$ cat src/rtl/alu_pkg.sv
// Shared constants for the 6502-compatible ALU: operation codes, status bit
// positions and the datapath width.
package alu_pkg;

  localparam int ALU_WIDTH = 8;

  localparam logic [7:0] ALU_NOP = 8'h00;
  localparam logic [7:0] ALU_ADC = 8'h01;
  localparam logic [7:0] ALU_SBC = 8'h02;
  localparam logic [7:0] ALU_AND = 8'h03;
  localparam logic [7:0] ALU_ORA = 8'h04;
  localparam logic [7:0] ALU_EOR = 8'h05;
  localparam logic [7:0] ALU_ASL = 8'h06;
  localparam logic [7:0] ALU_LSR = 8'h07;
  localparam logic [7:0] ALU_ROL = 8'h08;
  localparam logic [7:0] ALU_ROR = 8'h09;
  localparam logic [7:0] ALU_INC = 8'h0A;
  localparam logic [7:0] ALU_DEC = 8'h0B;
  localparam logic [7:0] ALU_CMP = 8'h0C;
  localparam logic [7:0] ALU_BIT = 8'h0D;

  localparam int CARRY    = 0;
  localparam int ZERO     = 1;
  localparam int IRQ      = 2;
  localparam int DECIMAL  = 3;
  localparam int BRK      = 4;
  localparam int OVERFLOW = 6;
  localparam int NEGATIVE = 7;

endpackage

$ cat src/rtl/alu_adder.sv
// 8-bit adder with carry-in shared by ADC/SBC/CMP/INC/DEC. Packed-BCD adjust
// is compiled in only when ALU_DECIMAL_EN is defined.
module alu_adder
  import alu_pkg::*;
(
  input  logic [ALU_WIDTH-1:0] x,
  input  logic [ALU_WIDTH-1:0] y,
  input  logic                 cin,
  input  logic                 dec,
  input  logic                 sub,
  output logic [ALU_WIDTH-1:0] sum,
  output logic [ALU_WIDTH-1:0] bin,
  output logic                 cout,
  output logic                 ovf
);

  logic [ALU_WIDTH:0] full;

  assign full = {1'b0, x} + {1'b0, y} + {{ALU_WIDTH{1'b0}}, cin};
  assign bin  = full[ALU_WIDTH-1:0];
  assign ovf  = (x[ALU_WIDTH-1] == y[ALU_WIDTH-1]) && (full[ALU_WIDTH-1] != x[ALU_WIDTH-1]);

`ifdef ALU_DECIMAL_EN
  logic [4:0] lo;
  logic [4:0] hi;
  logic       hc;

  // For subtraction y arrives already inverted, so the nibble carries are
  // "no borrow" and the correction is a subtract-6 when a borrow occurred.
  always_comb begin
    lo   = {1'b0, x[3:0]} + {1'b0, y[3:0]} + {4'd0, cin};
    hi   = '0;
    hc   = 1'b0;
    sum  = full[ALU_WIDTH-1:0];
    cout = full[ALU_WIDTH];
    if (dec && !sub) begin
      if (lo > 5'd9) lo = lo + 5'd6;
      hc = lo[4];
      hi = {1'b0, x[7:4]} + {1'b0, y[7:4]} + {4'd0, hc};
      if (hi > 5'd9) hi = hi + 5'd6;
      cout = hi[4];
      sum  = {hi[3:0], lo[3:0]};
    end else if (dec && sub) begin
      hc = lo[4];
      if (!hc) lo = lo - 5'd6;
      hi = {1'b0, x[7:4]} + {1'b0, y[7:4]} + {4'd0, hc};
      cout = hi[4];
      if (!cout) hi = hi - 5'd6;
      sum = {hi[3:0], lo[3:0]};
    end
  end
`else
  logic unused_dec;

  assign unused_dec = dec ^ sub;
  assign sum        = full[ALU_WIDTH-1:0];
  assign cout       = full[ALU_WIDTH];
`endif

endmodule

$ cat src/rtl/alu_core.sv
// Registered-output 8-bit 6502 ALU. Define ALU_DECIMAL_EN to honour the D flag
// (packed-BCD ADC/SBC); otherwise ADC/SBC are always binary.
module alu_core
  import alu_pkg::*;
#(
  parameter int WIDTH = ALU_WIDTH
) (
  input  logic             clk,
  input  logic             reset,
  input  logic [7:0]       func,
  input  logic [WIDTH-1:0] status_in,
  input  logic [WIDTH-1:0] a,
  input  logic [WIDTH-1:0] b,
  output logic [WIDTH-1:0] dout,
  output logic             wout,
  output logic [WIDTH-1:0] status_out
);

  // No back-pressure: every non-NOP func seen at a rising edge is accepted and
  // completed at that edge; wout is high for the cycle following each one.

  logic [WIDTH-1:0] add_y, add_sum, add_bin;
  logic             add_c, add_dec, add_sub, add_cout, add_ovf;
  logic [WIDTH-1:0] next_dout, next_status, zn_src;
  logic             next_wout, update_zn;

  always_comb begin
    add_y   = b;
    add_c   = status_in[CARRY];
    add_sub = 1'b0;
    case (func)
      ALU_SBC: begin add_y = ~b; add_sub = 1'b1; end
      ALU_CMP: begin add_y = ~b; add_c = 1'b1; end
      ALU_INC: begin add_y = '0; add_c = 1'b1; end
      ALU_DEC: begin add_y = '1; add_c = 1'b0; end
      default: ;
    endcase
    add_dec = status_in[DECIMAL] && ((func == ALU_ADC) || (func == ALU_SBC));
  end

  alu_adder u_adder (
    .x    (a),
    .y    (add_y),
    .cin  (add_c),
    .dec  (add_dec),
    .sub  (add_sub),
    .sum  (add_sum),
    .bin  (add_bin),
    .cout (add_cout),
    .ovf  (add_ovf)
  );

  always_comb begin
    next_dout   = dout;
    next_status = status_in;
    next_wout   = 1'b1;
    zn_src      = '0;
    update_zn   = 1'b1;
    case (func)
      ALU_ADC, ALU_SBC: begin
        next_dout             = add_sum;
        next_status[CARRY]    = add_cout;
        next_status[OVERFLOW] = add_ovf;
        zn_src                = add_bin;
      end
      ALU_AND: begin next_dout = a & b; zn_src = next_dout; end
      ALU_ORA: begin next_dout = a | b; zn_src = next_dout; end
      ALU_EOR: begin next_dout = a ^ b; zn_src = next_dout; end
      ALU_ASL: begin
        next_dout          = {a[WIDTH-2:0], 1'b0};
        next_status[CARRY] = a[WIDTH-1];
        zn_src             = next_dout;
      end
      ALU_LSR: begin
        next_dout          = {1'b0, a[WIDTH-1:1]};
        next_status[CARRY] = a[0];
        zn_src             = next_dout;
      end
      ALU_ROL: begin
        next_dout          = {a[WIDTH-2:0], status_in[CARRY]};
        next_status[CARRY] = a[WIDTH-1];
        zn_src             = next_dout;
      end
      ALU_ROR: begin
        next_dout          = {status_in[CARRY], a[WIDTH-1:1]};
        next_status[CARRY] = a[0];
        zn_src             = next_dout;
      end
      ALU_INC, ALU_DEC: begin next_dout = add_bin; zn_src = add_bin; end
      ALU_CMP: begin
        next_dout          = a;
        next_status[CARRY] = add_cout;
        zn_src             = add_bin;
      end
      ALU_BIT: begin
        next_dout             = a;
        update_zn             = 1'b0;
        next_status[ZERO]     = ((a & b) == '0);
        next_status[NEGATIVE] = b[7];
        next_status[OVERFLOW] = b[6];
      end
      default: begin
        next_status = status_out;
        next_wout   = 1'b0;
        update_zn   = 1'b0;
      end
    endcase
    if (update_zn) begin
      next_status[ZERO]     = (zn_src == '0);
      next_status[NEGATIVE] = zn_src[WIDTH-1];
    end
  end

  always_ff @(posedge clk or posedge reset) begin
    if (reset) begin
      dout       <= '0;
      status_out <= '0;
      wout       <= 1'b0;
    end else begin
      dout       <= next_dout;
      status_out <= next_status;
      wout       <= next_wout;
    end
  end

endmodule

$ cat config.mk
export PLATFORM = sky130hd
export DESIGN_NAME = alu_core
export DESIGN_NICKNAME = d
export VERILOG_FILES = /design/src/rtl/alu_pkg.sv /design/src/rtl/alu_adder.sv /design/src/rtl/alu_core.sv
export SDC_FILE = /design/constraint.sdc
export NUM_CORES = 1
export LEC_CHECK = 0
export ABC_AREA = 1
export BUFFER_PORTS_ARGS = -buffer_cell sky130_fd_sc_hd__buf_2
export CAP_MARGIN = 20
export CORE_MARGIN = 1
export CORE_UTILIZATION = 40
export CTS_CLUSTER_DIAMETER = 60
export DETAILED_ROUTE_END_ITERATION = 10
export GPL_TIMING_DRIVEN = 0
export SLEW_MARGIN = 20
export SYNTH_ARGS = -nofsm -noshare
export SYNTH_HDL_FRONTEND = slang
export SYNTH_SLANG_ARGS = --single-unit
$ cat constraint.sdc
create_clock -name clk -period 1.1 [get_ports clk]
set_input_delay 0.165 -clock clk [delete_from_list [all_inputs] [get_ports clk]]
set_output_delay 0.165 -clock clk [all_outputs]
set_load 0.02 [all_outputs]
==> results.txt, run 1 <==
- DR vias/cell: 5.42
- No sink is reached through more buffers than the 2 on the longest clock path.
* Clock buffers created by TritonCTS: 3
- Total placed cells including tap cells: 546
- The worst register-to-register path has a setup slack of 170 ps.
- For the worst setup path, the data arrival time is 2640 ps.
- The routed layout has 3158 vias.
- Measured in cells, the most critical reg-to-reg path has a length of 3.
- The finished cells cover 3690 sq um.
- RSZ-0062 raised after global routing: true
- For this run, the top clock speed supported by timing is 408 MHz.
* Total Die Area: 6530 sq um
- The critical path is of the primary input to flop type.
* Utilization after layout: 61.9%
* Hold Path Class: primary input to asynchronous set/reset pin
* Result of the run: complete, but fails checks
- Hold-fix buffers, CTS: 0
* Area occupied by registers: 425 sq um
- The final layout contains 569 nets.
- Clock latency reported for the late side of the worst-skew pair: 250 ps
* Fraction of registers with async set or reset after synthesis: 100%
- Final setup violation count: 17
* Slew at the pin closest to its max-slew limit: 684 ps
- The worst setup path is launched from a primary input.
- Summed over all cells, the static leakage comes to 2.08 nW.
- Multi-input gate area: 2200 sq um
* Post-route setup TNS: -14760 ps
- The number of nets in the synthesized netlist is 481.
- The largest single stage delay on the critical path is 540 ps.
- The final hold violation count was 2.
- Proportion of synthesized chip area in sequential cells: 17.1%
- Post-route total power: 3.08 mW
- Post-Route Hold Slack: -0.973 ps
* Top fanout value on the critical path: 4
* Total of buffers placed on input and output ports: 50
* Global-route usage over all layers: 26.3%
- Crit path max-delay cell type: fa_2
* Number of sinks on the clock net: 17
- Row count: 28
- Count of distinct cell types in the synthesized netlist: 32
* Die X: 80.8 microns
- Traced cell by cell, the critical path runs through buf_6 > nor2_4 > nand2_4 > inv_6 > nand2_8 > o21ai_4 > nor2_4 > o21ai_2 > o21ai_2 > fa_2 > inv_2 > fa_2 > nand2_1 > nor2_1 > nand3_1 > nor2_2 > nand3_2 > nand2_1 > inv_1 > nor2_1 > nand2_1 > a21oi_1.
- Number of diodes: 0
- Pin placement for this block handled 51 I/O pins.
- Pins Over Slew Limit: 0
- Crit path max-delay family: simple AND/OR/NAND/NOR gates
* Dominant synthesized flop cell: dfrtp_1
- Root buffer cell: clkbuf_8
- Terminus of the critical flop-to-flop path: status_out[0]$_DFFE_PP0P_
* Starting utilization of the core area: 41.7%
* Reg clk slew, reported paths: 80 ps
* YS warnings: 0
- After filler insertion, the fill cell instance count of the layout stands at 574.
- The number of global-route vias before repair was 2751.
* Final cell count without fillers: 583
- WL per Instance: 15.8 microns
- Summing all placed instances gives a cell area of 2890 sq um.
- Of the available clock period, the critical path in the final layout requires 223%.
* Critical path's most frequent cell: nand2_1
- Post-synthesis cell count: 421
- Remaining global-route overflow: 0
- Largest net degree at the start of global routing: 18
* Weighted congestion at the end of routability-driven global placement: 0.978
* Die Y: 80.8 microns
- The area growth from synthesis to layout is 48.4%.
- Setup slack at placement: -1920 ps
* Number of synthesized register bits: 17
- The first global-routing pass estimated 13.2 mm of wire.
- Required time of the worst setup path: 1290 ps
- Each instance of the synthesized netlist takes up on average 5.90 sq um.
- Headroom to the max-slew limit came out at 54.3%.
- The clock arrives with 0 ps of skew.
- Total power divided by cell area: 836 nW/um^2
- The synthesized design contains 0 enable-type register cells.
- Once detail routing completed, the nets flagged for antenna violations numbered 0.
- Post-layout min period: 2450 ps
- Count of H-tree levels built during CTS: 1
- Violated checks: negative hold slack, negative setup slack
* Detailed Routing Iterations Pass 1: 6
- Count of buffering cells on the critical path with inverters included: 4
* Max-cap violations: 0
- The wire-length estimate of the detail-placed layout is 6.29 mm.
* Layout cell share with drive strength beyond 1: 40.0%
- Reg2Reg Launch Point: status_out[0]$_DFFE_PP0P_
- Overall routed net length: 9.21 mm
- The first routing iteration left 206 violations.
- In the routed design, unresolved DRC markers number 0.
- Core footprint: 5960 sq um
* Post-Synthesis Cell Area: 2480 sq um
* Post-layout worst setup margin: -1350 ps
* CTS tree: built
- The initial antenna violation count was 0.
- IR analysis of the VDD net gives a maximum drop of 0.000866 V.
* Capturing element type of the critical path: flop
[cell usage in the layout, fill, tap and decap left out, types with 4 or more instances in the layout]
cell type / instances
nor2_1: 28
nand4_1: 6
a21oi_2: 5
buf_4: 24
dfrtp_1: 17
buf_6: 17
nand3_1: 51
nand2_1: 88
nand2_2: 30
o21ai_0: 12
nand3_2: 6
nand2_4: 12
inv_1: 55
inv_4: 5
o21ai_2: 4
ha_1: 24
o21ai_1: 7
nor2_4: 17
inv_2: 7
buf_2: 44
[cell usage after synthesis (2+ instances only)]
library cell / count / share of area, %
a211oi_1: 2 / 0.60
nand2_1: 127 / 19
nor3_2: 2 / 0.81
nor3_1: 4 / 0.81
nand4_1: 6 / 1.5
nor2_2: 5 / 1.3
nand3_1: 59 / 12
nor2_1: 41 / 6.2
o2111ai_1: 4 / 1.4
nand3b_1: 3 / 0.91
inv_2: 2 / 0.30
o211ai_1: 3 / 0.91
a21oi_1: 8 / 1.6
o21ai_0: 23 / 4.6
o22ai_1: 2 / 0.50
nand2_2: 4 / 1.0
buf_2: 2 / 0.40
ha_1: 24 / 12
buf_6: 4 / 1.8
fa_1: 2 / 1.6
inv_1: 66 / 10
nor4_1: 2 / 0.50
dfrtp_1: 17 / 17
[cell type report]
class,instances,area share (%)
inverters,69,7.70
repair inverters,1,0.204
clock buffers,3,1.12
flip-flops and latches,17,11.5
well taps,75,2.54
multi-input cells,330,59.8
clock inverters,1,0.136
plain buffers,6,1.59
repair buffers,81,15.4
[state kept, by name, summed over array words and instances (netlist names)]
name / count
wout: 1
dout: 8
status_out: 8
[metal layers]
metal,vias up,track usage [%],share of wire [%]
li1,1543,-,-
met2,155,46.7,49
met1,1430,33.9,42
met4,0,5.36,2.9
met5,-,0,0
met3,30,3.26,7.0
[cells by family (layout without fill, tap and decap cells)]
logic type / count (synthesis) / after routing / synth area share [%]
AO/OA/AOI/OAI: 46 / 46 / 10.8
adder cells (fa/ha/maj): 26 / 26 / 13.7
buffers and inverters: 75 / 161 / 12.7
flip-flops: 17 / 17 / 17.1
multiplexers: 1 / 1 / 0.453
AND/OR/NAND/NOR: 256 / 257 / 45.2
[power by group]
| part | switching, mW | internal [mW] |
|---|---|---|
| combinational | 1.02 | 0.646 |
| clock | 0.236 | 0.252 |
| sequential | 0.0959 | 0.831 |
[worst max-delay path by stage]
stage	start	endpoint	slack [ps]	depth (start not counted)
floorplan	func[0]	status_out[1]$_DFFE_PP0P_	-1300	21
global placement	func[0]	dout[4]$_DFFE_PP0P_	-1880	20
detailed placement	func[0]	dout[4]$_DFFE_PP0P_	-1920	20
CTS	func[5]	status_out[1]$_DFFE_PP0P_	-1340	19
global route	func[7]	status_out[1]$_DFFE_PP0P_	-1570	21
finish	func[7]	status_out[1]$_DFFE_PP0P_	-1350	22
[timing repair]
action,4_1_cts,5_1_grt
setup buffers,15,17
gates resized for setup,66,82
pin swaps,13,60
endpoints found under the hold margin,0,0
cloned,2,1
setup endpoints to repair,17,17
Power figures use the tool's default switching activity.
==> run 2, diff against run 1 <==
- SYNTH_HIERARCHICAL: default -> 1
- clock period: 1.1 -> 2.7 ns (I/O delays scaled with it)
==> run 2 against run 1 <==
Net effect:
- register-to-register slack improved by 1700 ps
- core utilization decreased by 3.1 points
- highest routed layer unchanged
- sequential cell count unchanged
- non-clock buffer count increased by 8
- design area increased by 2.5%
- die area increased by 8.3%
- the run ends with design-rule violations, negative setup slack left
- critical path type unchanged
- power decreased by 55%
- synthesized cell count decreased by 1.4%
==> results.txt, run 2 <==
- Total of buffers placed on input and output ports: 48 (was 50)
- Total of fill cells in the finished design: 626 (was 574)
- Root buffer cell: clkbuf_8 (unchanged)
* Top fanout value on the critical path: 5 (was 4)
- Row count: 29 (was 28)
* Critical path, cell by cell: buf_8 > inv_8 > nand2_4 > nor2_4 > buf_6 > o211ai_4 > inv_4 > nor3_4 > nand2_1 > o211ai_1 > fa_2 > fa_2 > nand3_2 > nand2_4 > buf_6 > xor2_4 > nor3_2 > nand2_1 > nand2_1 > nand2_2 > nor2_2 > nand3_2 > a21oi_2 (was buf_6 > nor2_4 > nand2_4 > inv_6 > nand2_8 > o21ai_4 > nor2_4 > o21ai_2 > o21ai_2 > fa_2 > inv_2 > fa_2 > nand2_1 > nor2_1 > nand3_1 > nor2_2 > nand3_2 > nand2_1 > inv_1 > nor2_1 > nand2_1 > a21oi_1)
- Commonest cells after routing, fill and taps aside: nand2_1 (80), nand3_1 (49), buf_2 (43), inv_1 (38) (was nand2_1 (88), inv_1 (55), nand3_1 (51), buf_2 (44), nand2_2 (30)).
- Portion of the clock cycle consumed by the worst path in the final layout: 111%
- The x dimension of the die came to 84.1 microns (was 80.8 microns).
- Clock buffers created by TritonCTS: 3 (unchanged)
* Critical path's most frequent cell: nand2_1 (unchanged)
* Total placed cells including tap cells: 540 (was 546)
* WL per Instance: 15.2 microns (was 15.8 microns)
* Reg clk slew, reported paths: 70 ps (was 80 ps)
- Number of nets still failing antenna checks after routing: 0 (unchanged)
- Hold Path Class: primary input to asynchronous set/reset pin (unchanged)
* Mean instance size in the synthesized netlist: 6.49 sq um (was 5.90 sq um)
* CTS tree: built (unchanged)
* Design Area, Final: 3780 sq um (was 3690 sq um)
* Max Clock Skew: 0 ps (unchanged)
* Overall routed net length: 8.80 mm (was 9.21 mm)
* Post-layout worst setup margin: -284 ps (was -1350 ps)
- The count of cells along the worst register-to-register path is 4 (was 3).
- Number of antenna violations at the first check in global routing: 0 (unchanged)
- The number of global-route vias before repair came to 2761 (was 2751).
* Global-route wire length before repair: 13.5 mm (was 13.2 mm)
- The yosys synthesis warning count was 6 (was 0).
* Largest net degree at the start of global routing: 18 (unchanged)
- The most frequent standard cell in the layout excluding fill and tap cells was nand2_1 (unchanged).
- DR vias/cell: 5.38 (was 5.42)
* Post-synthesis cell count: 415 (was 421)
- The share of cells above drive strength 1 was 40.8% (was 40.0%).
* Class of the most critical setup path: primary input to flop (unchanged)
- RSZ-0062 raised after global routing: true (unchanged)
- Total I/O pin count: 51 (unchanged)
- Maximum clock frequency: 335 MHz
* Violated checks: design-rule violations, negative setup slack (was negative hold slack, negative setup slack)
* Count of H-tree levels built during CTS: 1 (unchanged)
- The synthesized netlist net count is 474 (was 481).
* Area occupied by registers: 425 sq um (unchanged)
- The static leakage power was 1.94 nW (was 2.08 nW).
- The estimated wirelength of the detail-placed design came to 6.53 mm (was 6.29 mm).
- Post-layout min period: 2980 ps
* Post-Synthesis Cell Area: 2700 sq um (was 2480 sq um)
- The number of nets in the final layout is 560 (was 569).
* Via total after detailed routing: 3104 (was 3158)
* Synth-to-Final Area Change: 40.3% (was 48.4%)
- The critical path launch point type is a primary input (unchanged).
- Number of sinks on the clock net: 17 (unchanged)
- Capturing element type of the critical path: flop (unchanged)
- The cell area reported after detailed placement came to 3120 sq um (was 2890 sq um).
* Total power divided by cell area: 363 nW/um^2 (was 836 nW/um^2)
- Required time of the worst setup path: 2890 ps (was 1290 ps)
- The final antenna diode count was 0 (unchanged).
- The area of the core came to 6420 sq um (was 5960 sq um).
* Data arrival time of the worst path: 3170 ps (was 2640 ps)
- The worst setup slack after placement came to -1130 ps (was -1920 ps).
* Final cell count without fillers: 577 (was 583)
- Die Y: 84.1 microns (was 80.8 microns)
- Detailed Routing Iterations Pass 1: 8 (was 6)
* Post-route setup TNS: -691 ps (was -14760 ps)
- Registers with the most flip-flops: dout x8, status_out x8, wout x1 (unchanged)
* Result of the run: complete, but fails checks (unchanged)
- Count of final hold-check violations: 0 (was 2)
- The clock network latency to the later pin of the worst-skew pair is 250 ps (about the same).
- Final setup violation count: 6 (was 17)
- The die outline area was 7070 sq um (was 6530 sq um).
- The hold slack was 227 ps (was -0.973 ps).
- Worst vdd rail ir drop: 0.000274 V (was 0.000866 V)
* Pins Over Slew Limit: 0 (unchanged)
- Crit path max-delay cell type: fa_2 (unchanged)
* Residual DRC count: 8 (was 0)
* Weighted congestion at the end of routability-driven global placement: 0.914 (was 0.978)
* Starting utilization of the core area: 42.0% (was 41.7%)
- The worst relative slew slack came to 56.7% (was 54.3%).
- The initial DRC count is 250 (was 206).
* Global-route usage over all layers: 24.2% (was 26.3%)
* Max Buffers Root-to-Sink: 2 (unchanged)
- Remaining global-route overflow: 0 (unchanged)
* Maximum single-stage delay on the critical path: 420 ps (was 540 ps)
* Slew at the pin closest to its max-slew limit: 648 ps (was 684 ps)
- Multi-input gate area: 2270 sq um (was 2200 sq um)
- The max-cap violation count came to 0 (unchanged).
-- run 2: layer usage --
layer	vias up	wire (microns)	global-route usage, %
met3	18	455	2.87
met4	0	183	5.96
met2	104	4330	42.4
met5	-	0	0
met1	1455	3830	31.5
li1	1527	-	-
-- run 2: power breakdown --
group	internal [mW]	switching [mW]	leakage [nW]	total [mW]
Combinational	0.332	0.469	1.71	0.801
Sequential	0.342	0.0416	0.209	0.384
Clock	0.102	0.0863	0.0255	0.189
Total	0.777	0.597	1.94	1.37
-- run 2: stage by stage --
| stage | utilization [%] | total power [mW] |
|---|---|---|
| CTS | 53.7 | 1.30 |
| global placement | 48.5 | 1.05 |
| finish | 58.9 | 1.37 |
| detailed placement | 48.5 | 1.06 |
| floorplan | - | 0.843 |
| global route | 58.9 | 1.48 |
-- run 2: final cells by class --
cell class | instances | share of cell area, %
repair buffers | 82 | 15.7
clock inverters | 1 | 0.132
clock buffers | 3 | 1.09
inverters | 55 | 6.39
plain buffers | 13 | 2.78
flip-flops and latches | 17 | 11.3
well taps | 77 | 2.55
multi-input cells | 329 | 60.2
-- run 2: worst paths after layout --
path	startpoint	to	slack, ps
setup reg to reg	status_out[0]$_DFFE_PP0P_	status_out[0]$_DFFE_PP0P_	1830
max in group asynchronous	reset	dout[1]$_DFFE_PP0P_	2050
hold reg to reg	status_out[2]$_DFFE_PP0P_	status_out[2]$_DFFE_PP0P_	470
setup / recovery	func[6]	status_out[1]$_DFFE_PP0P_	-280
min in group clk	status_in[2]	status_out[2]$_DFFE_PP0P_	340
hold / removal	reset	status_out[2]$_DFFE_PP0P_	230
-- run 2: worst max-delay path, delay by kind of cell --
family                     cells  cell delay [ps]
buffers and inverters          5              500
AOI/OAI and AO/OA              3              340
xor gates and xnor gates       1              150
and+or+nand+nor               12              960
adders and majority gates      2              820
-- run 2: timing repair --
item | CTS | global route
buffers inserted | 22 | 13
setup endpoints to repair | 11 | 11
resized for setup | 35 | 57
endpoints found under the hold margin | 0 | 0
pin swaps | 35 | 44
hold buffers | 0 | 0
